<file path="src/rtl/imem_boot.sv">
// imem_boot: instruction RAM with a byte-stream boot loader that holds the CPU in reset until a program is loaded.
// Define IMEM_CHECKSUM_EN to treat the last byte as a checksum over the data bytes.
module imem_boot #(
    parameter int DATA_W = 8,
    parameter int ADDR_W = 8,
    parameter int DEPTH  = 256
) (
    input  logic              clk,
    input  logic              rst,
    input  logic              boot_req_i,
    input  logic              ld_valid_i,
    input  logic [DATA_W-1:0] ld_data_i,
    input  logic              ld_last_i,
    output logic              ld_ready_o,
    input  logic [ADDR_W-1:0] imem_addr_i,
    output logic [DATA_W-1:0] imem_data_o,
    output logic              cpu_rst_o,
    output logic              busy_o,
    output logic              load_err_o,
    output logic [ADDR_W:0]   prog_len_o
);
    localparam int AW = DEPTH > 1 ? $clog2(DEPTH) : 1;
    localparam logic [ADDR_W:0] DEPTH_L = (ADDR_W+1)'(DEPTH);

    typedef enum logic [1:0] {IDLE, LOAD, RUN, ERR} state_t;

    state_t            state_q, state_d;
    logic [ADDR_W:0]   prog_len_q, prog_len_d;
    logic [DATA_W-1:0] mem [DEPTH];
    logic              we, hs, full;

    // A boot_req in the same cycle as a handshake wins and the byte is dropped.
    assign hs   = state_q == LOAD && ld_valid_i && !boot_req_i;
    assign full = prog_len_q == DEPTH_L;

`ifdef IMEM_CHECKSUM_EN
    logic [DATA_W-1:0] sum_q, sum_d;

    always_ff @(posedge clk or posedge rst) begin
        if (rst) sum_q <= '0;
        else     sum_q <= sum_d;
    end
`endif

    always_comb begin
        state_d    = state_q;
        prog_len_d = prog_len_q;
        we         = 1'b0;
`ifdef IMEM_CHECKSUM_EN
        sum_d      = sum_q;
`endif
        if (boot_req_i) begin
            state_d    = LOAD;
            prog_len_d = '0;
`ifdef IMEM_CHECKSUM_EN
            sum_d      = '0;
`endif
        end else if (hs) begin
`ifdef IMEM_CHECKSUM_EN
            if (ld_last_i)
                state_d = DATA_W'(sum_q + ld_data_i) == '0 ? RUN : ERR;
            else if (full)
                state_d = ERR;
            else begin
                we         = 1'b1;
                prog_len_d = prog_len_q + 1'b1;
                sum_d      = sum_q + ld_data_i;
            end
`else
            if (full)
                state_d = ERR;
            else begin
                we         = 1'b1;
                prog_len_d = prog_len_q + 1'b1;
                state_d    = ld_last_i ? RUN : LOAD;
            end
`endif
        end
    end

    always_ff @(posedge clk or posedge rst) begin
        if (rst) begin
            state_q    <= IDLE;
            prog_len_q <= '0;
        end else begin
            state_q    <= state_d;
            prog_len_q <= prog_len_d;
        end
    end

    // RAM is deliberately left out of reset so a partial load survives rst.
    always_ff @(posedge clk) begin
        if (we) mem[prog_len_q[AW-1:0]] <= ld_data_i;
    end

    assign imem_data_o = ({1'b0, imem_addr_i} < DEPTH_L) ? mem[imem_addr_i[AW-1:0]] : '0;
    assign ld_ready_o  = state_q == LOAD;
    assign busy_o      = state_q == LOAD;
    assign cpu_rst_o   = state_q != RUN;
    assign load_err_o  = state_q == ERR;
    assign prog_len_o  = prog_len_q;
endmodule

</file>
<file path="config.mk">
export PLATFORM = sky130hd
export DESIGN_NAME = imem_boot
export DESIGN_NICKNAME = d
export VERILOG_FILES = /design/src/rtl/imem_boot.sv
export SDC_FILE = /design/constraint.sdc
export NUM_CORES = 2
export LEC_CHECK = 0
export BUFFER_PORTS_ARGS = -buffer_cell sky130_fd_sc_hd__buf_2
export CAP_MARGIN = 5
export CORE_UTILIZATION = 50
export DETAILED_ROUTE_END_ITERATION = 10
export MAX_ROUTING_LAYER = met4
export PLACE_DENSITY_LB_ADDON = 0.25
export SYNTH_ARGS = -nofsm -noshare
export SYNTH_HDL_FRONTEND = slang
export SYNTH_SLANG_ARGS = --single-unit
</file>
<file path="constraint.sdc">
create_clock -name clk -period 2.84 [get_ports clk]
set_input_delay 0.568 -clock clk [delete_from_list [all_inputs] [get_ports clk]]
set_output_delay 0.568 -clock clk [all_outputs]
set_load 0.1 [all_outputs]
</file>
### After elaboration in Yosys (flattened, before gate mapping)

Memory sizes are Yosys's and may differ from the RTL's.
Cells that the tools add are included.

* mux-type cells: 12
* add/subtract/negate cells: 1
* reduce and logical (&&, ||, !) cells: 5
* equality and inequality tests: 5

Operators by type and width (number)
* two-way mux 9 bit: 3
* adder 9 x 1 -> 9 bit, second input constant: 1
* equality test 9 bit, second input constant: 1
* two-way mux 2 bit: 4
* two-way mux 1 bit: 5
* inequality test 2 bit, second input constant: 2
* equality test 2 x 1 -> 1 bit, second input constant: 1
* equality test 2 bit, second input constant: 1
* logical AND 1 bit: 2
* AND reduction 2 bit: 1
* nonzero test 2 bit: 1
* logical NOT 1 bit: 1

* input port bits: 21
* memories: 1
* register bits after elaboration: 11
* word-level logic and storage cells: 26
* RAM bits: 2048

Memories
* mem: depth 256, width 8, read ports 1, clocked after memory_dff 0, write ports 1, RTL line 29 `logic [DATA_W-1:0] mem [DEPTH];`

### Depth between registers and ports, before layout

* word-level depth: 7
* mapped depth: 12

### Least setup slack after synthesis

No wires, ideal clock.

* kind: input to output
* start point: in imem_addr_i[0]
* end point: out imem_data_o[6]
* cell stages on the path: 11
* slack: -2.601 ns
* arrival: 4.873 ns
* buffers on the path: 5
* cells stage by stage: buf_6 buf_12 buf_12 buf_8 buf_8 mux2i_1 o221ai_1 a21oi_1 o32ai_1 nor3_1 nor4_1

* cells in the longest elaborated chain, start to end: 1

Ends and longest elaborated chain
* start, declared: RTL line 15 `input logic [ADDR_W-1:0] imem_addr_i,`
* memory (256 x 8 bit)
* end, declared: RTL line 16 `output logic [DATA_W-1:0] imem_data_o,`

Every way passes these cells.

### Final worst setup path

* start point: in imem_addr_i[0]
* end point: out imem_data_o[7]

The elaborated chain is that of the path after synthesis.

==> flow_summary.yaml <==
worst_hold_path:
  min_delay_path_depth: 3
  hp-class: "in -> reg"
job:
  maxCapViolations: 0
critical_path:
  reg2reg_depth: 10
  endpoint_kind: "output pin"
  critPathKind: "in -> out"
  path_max_fanout: 6
  worstPathArrival_ps: 3280
  slowest_stage: "nor4_4"
  max_stage_delay_ps: 630
  crit_path_cell_trace: "buf_16 -> buf_16 -> buf_16 -> buf_4 -> mux4_2 -> a22oi_2 -> a21oi_2 -> buf_4 -> nor4_4 -> a311oi_4 -> buf_12"
  start_kind: "input port"
  worst_ep_required_time_ps: 2270
  crit_path_frequent_cell: "buf_16"
synth:
  syn_inst: 3778
  synth_cell_type_count: 70
  netlist_area_mm2: 0.08004
  async_flop_share_pct: 0.5342
  yosysSeqAreaShare_pct: 77.18
  yosysWarnings: 0
  syn-num-nets: 3803
  ys_ff_latch: 2059
  synth_top_cell_by_area: "edfxtp_1"
  yosys-top-cells-area: "edfxtp_1 77%, mux4_2 12%, mux2i_1 1.7%"
  synth_ff_type: "edfxtp_1"
  synth_edf_count: 2048
  yosys.area.top_type_share_pct: 76.84
  syn_area_per_cell_um2: 21.19
sta:
  hold_viol: 0
  rsz0062_at_grt: "true"
  period_needed_ps: 3848
  fmax_ghz: 0.2599
  worst_pin_slew_ps: 989.1
  fin_skew_ps: 22.32
  period_share_pct: 135.5
  maxSlewViolCount: 0
  setup_viol: 8
  max_slew_margin_pct: 33.87
  holdWs_ps: 140.6
  postLayoutSetupSlackWorst_ps: -1008
place:
  io_buffer_count: 41
  postPlaceCellArea_mm2: 0.08892
  gp_congestion: 0.8923
  dp_slack_ps: -1818
  dp_hpwl_um: 135100
grt:
  grt_max_degree: 113
  grt_first_pass_wirelength_um: 298100
  grt_pass1_vias: 41460
  grt_overflow: 0
  antenna_found_initial: 3
  track_usage_pct: 26.58
clock_tree:
  cts.htree.levels: 4
  cts_sinks: 2059
  clockBufferDepth: 3
  cts-root-buf: "clkbuf_16"
  cts_tree: "yes"
  cts.clk_slew.worst_paths_ps: 60
  tritoncts.num_buffers: 199
  clk_latency_ps: 810
detailed_routing:
  drc: 0
  vias: 41850
  wire_per_inst_um: 30.93
  viasPerCell: 6.231
  drtIter0Drc: 4137
  wl_um: 207800
  dr.pass1.iters: 5
  drtAntennaViolNets: 0
finish:
  nets: 4515
  design_area_mm2: 0.09722
  syn_to_final_growth_pct: 21.46
  drive_gt1_share_pct: 39.64
  fill_cells: 10930
run_status:
  status: "complete, but fails checks"
  violations: "setup timing"
die:
  initial_utilization_pct: 50.48
  die_h_um: 402.1
  core_area_mm2: 0.1586
  die_area_mm2: 0.1617
  rows: 146
  io-pin-count: 42
  die_w_um: 402.1
power_and_ir_drop:
  power_leakage_nw: 31.13
  finalPower_mw: 62.62
  worst_ir_drop_vdd_mv: 0.6229
  p_per_area_mw_per_mm2: 644.2
==> cell type report <==
class / instances / area [um^2] / area share (%)
diodes: 1 / 2.502 / 0.002574
well taps: 2072 / 2592 / 2.667
flip-flops and latches: 2059 / 61790 / 63.56
repair buffers: 746 / 7873 / 8.098
clock inverters: 103 / 739.5 / 0.7606
multi-input cells: 1479 / 18900 / 19.44
clock buffers: 252 / 5306 / 5.458
inverters: 5 / 18.77 / 0.01931
==> routing by layer <==
layer / vias up / wire length, um / GRT usage, %
li1: 17340 / - / -
met1: 22260 / 83610 / 37.08
met2: 1975 / 100700 / 40.86
met3: 281 / 17960 / 4.650
met4: 0 / 5524 / 7.198
met5: - / 0 / -
==> worst max-delay path: cells and delay by family <==
family,cells,cell delay [ps]
muxes,1,530
and+or+nand+nor,1,630
AOI/OAI and AO/OA,3,500
buffers and inverters,6,990
==> flip-flops by register name, indices dropped and copies added, names as in the netlist <==
register and flops:
mem 2048, state_q 2, prog_len_o 9
==> through the flow <==
| step | util [%] | TNS [ps] | cells |
|---|---|---|---|
| after detailed placement | 56.08 | -119810 | 6318 |
| after floorplan | - | -70070 | 3778 |
| final | 61.31 | -7494 | 6717 |
| after global placement | 56.08 | -92680 | 6318 |
| after CTS | 60.82 | -7025 | 6698 |
| after global routing | 61.31 | -10360 | 6717 |
==> layout by cell type (no fill, tap or decap), types with 9 or more instances in the layout <==
| master | Yosys | routed |
|---|---|---|
| buf_12 | 11 | 141 |
| clkinv_1 | 1 | 50 |
| a211oi_1 | 16 | 10 |
| a21oi_2 | 0 | 21 |
| a21oi_1 | 81 | 58 |
| o221ai_1 | 35 | 28 |
| mux4_2 | 434 | 439 |
| nand2_1 | 57 | 43 |
| mux4_1 | 14 | 9 |
| edfxtp_1 | 2048 | 2048 |
| a22oi_2 | 0 | 36 |
| nor2_2 | 1 | 98 |
| nand2b_1 | 11 | 10 |
| clkinv_2 | 0 | 30 |
| buf_4 | 20 | 517 |
| buf_2 | 68 | 21 |
| mux2i_1 | 132 | 127 |
| nand3_1 | 11 | 11 |
| clkbuf_1 | 89 | 47 |
| buf_6 | 30 | 32 |
| buf_16 | 0 | 9 |
| a22o_1 | 16 | 16 |
| nor2_1 | 289 | 74 |
| nand2_2 | 0 | 14 |
| nor2_4 | 0 | 118 |
| o22ai_1 | 37 | 29 |
| nor2b_1 | 16 | 12 |
| clkbuf_16 | 0 | 209 |
| o21ai_0 | 14 | 13 |
| a22oi_1 | 158 | 122 |
==> cells in the mapped netlist (all sizes together) (4+ instances only) <==
| master | n |
|---|---|
| a21oi | 81 |
| nand3 | 11 |
| nand2b | 11 |
| o32ai | 9 |
| mux4 | 448 |
| a311oi | 4 |
| mux2 | 4 |
| nor2b | 16 |
| inv | 4 |
| o211ai | 5 |
| a22o | 16 |
| o221ai | 35 |
| xor2 | 4 |
| nor2 | 290 |
| or2 | 7 |
| and3b | 4 |
| nand2 | 57 |
| a31o | 4 |
| clkbuf | 90 |
| o22a | 5 |
| dfrtp | 11 |
| edfxtp | 2048 |
| a221oi | 8 |
| mux2i | 132 |
| o22ai | 37 |
| nor3b | 4 |
| nor4 | 12 |
| o21ai | 16 |
| nor3 | 14 |
| a211oi | 16 |
| a31oi | 7 |
| and2 | 11 |
| o31ai | 5 |
| a211o | 4 |
| buf | 145 |
| ha | 4 |
| a22oi | 158 |
| a21o | 4 |
==> cell families after synthesis <==
logic type      synth area share, %
flops                         77.18
mux                           14.38
simple gates                  2.456
compound gates                3.866
buf+inv                       1.990
xor+xnor                    0.06566
fa+ha+maj                   0.06253
==> where the power goes <==
group	leakage [nW]	switching (mW)	internal (mW)
logic	9.64	2.53	1.78
clock network	2.95	11.0	13.9
registers	18.5	0.00655	33.4
total	31.1	13.6	49.1
==> timing repair <==
| action | in CTS | in global routing |
|---|---|---|
| resized for setup | 272 | 122 |
| endpoints found under the hold margin | 12 | 0 |
| setup buffers | 27 | 18 |
| cloned | 6 | 4 |
| pin swaps | 51 | 42 |
| hold buffers | 2 | 0 |
| setup endpoints to repair | 1270 | 906 |
==> path summary, 6_finish.rpt <==
check | start | to | slack, ps
worst max-delay path | imem_addr_i[0] | imem_data_o[7] | -1010
worst min-delay path | boot_req_i | prog_len_o[5]$_DFFE_PP0P_ | 140
worst max register to register | prog_len_o[0]$_DFFE_PP0P_ | mem[177][2]$_DFFE_PP_ | 40
worst min register to register | state_q[0]$_DFFE_PP0P_ | state_q[0]$_DFFE_PP0P_ | 620
max in group asynchronous | rst | prog_len_o[0]$_DFFE_PP0P_ | 2160
min in group asynchronous | rst | state_q[0]$_DFFE_PP0P_ | 310
Power figures use the tool's default switching activity.
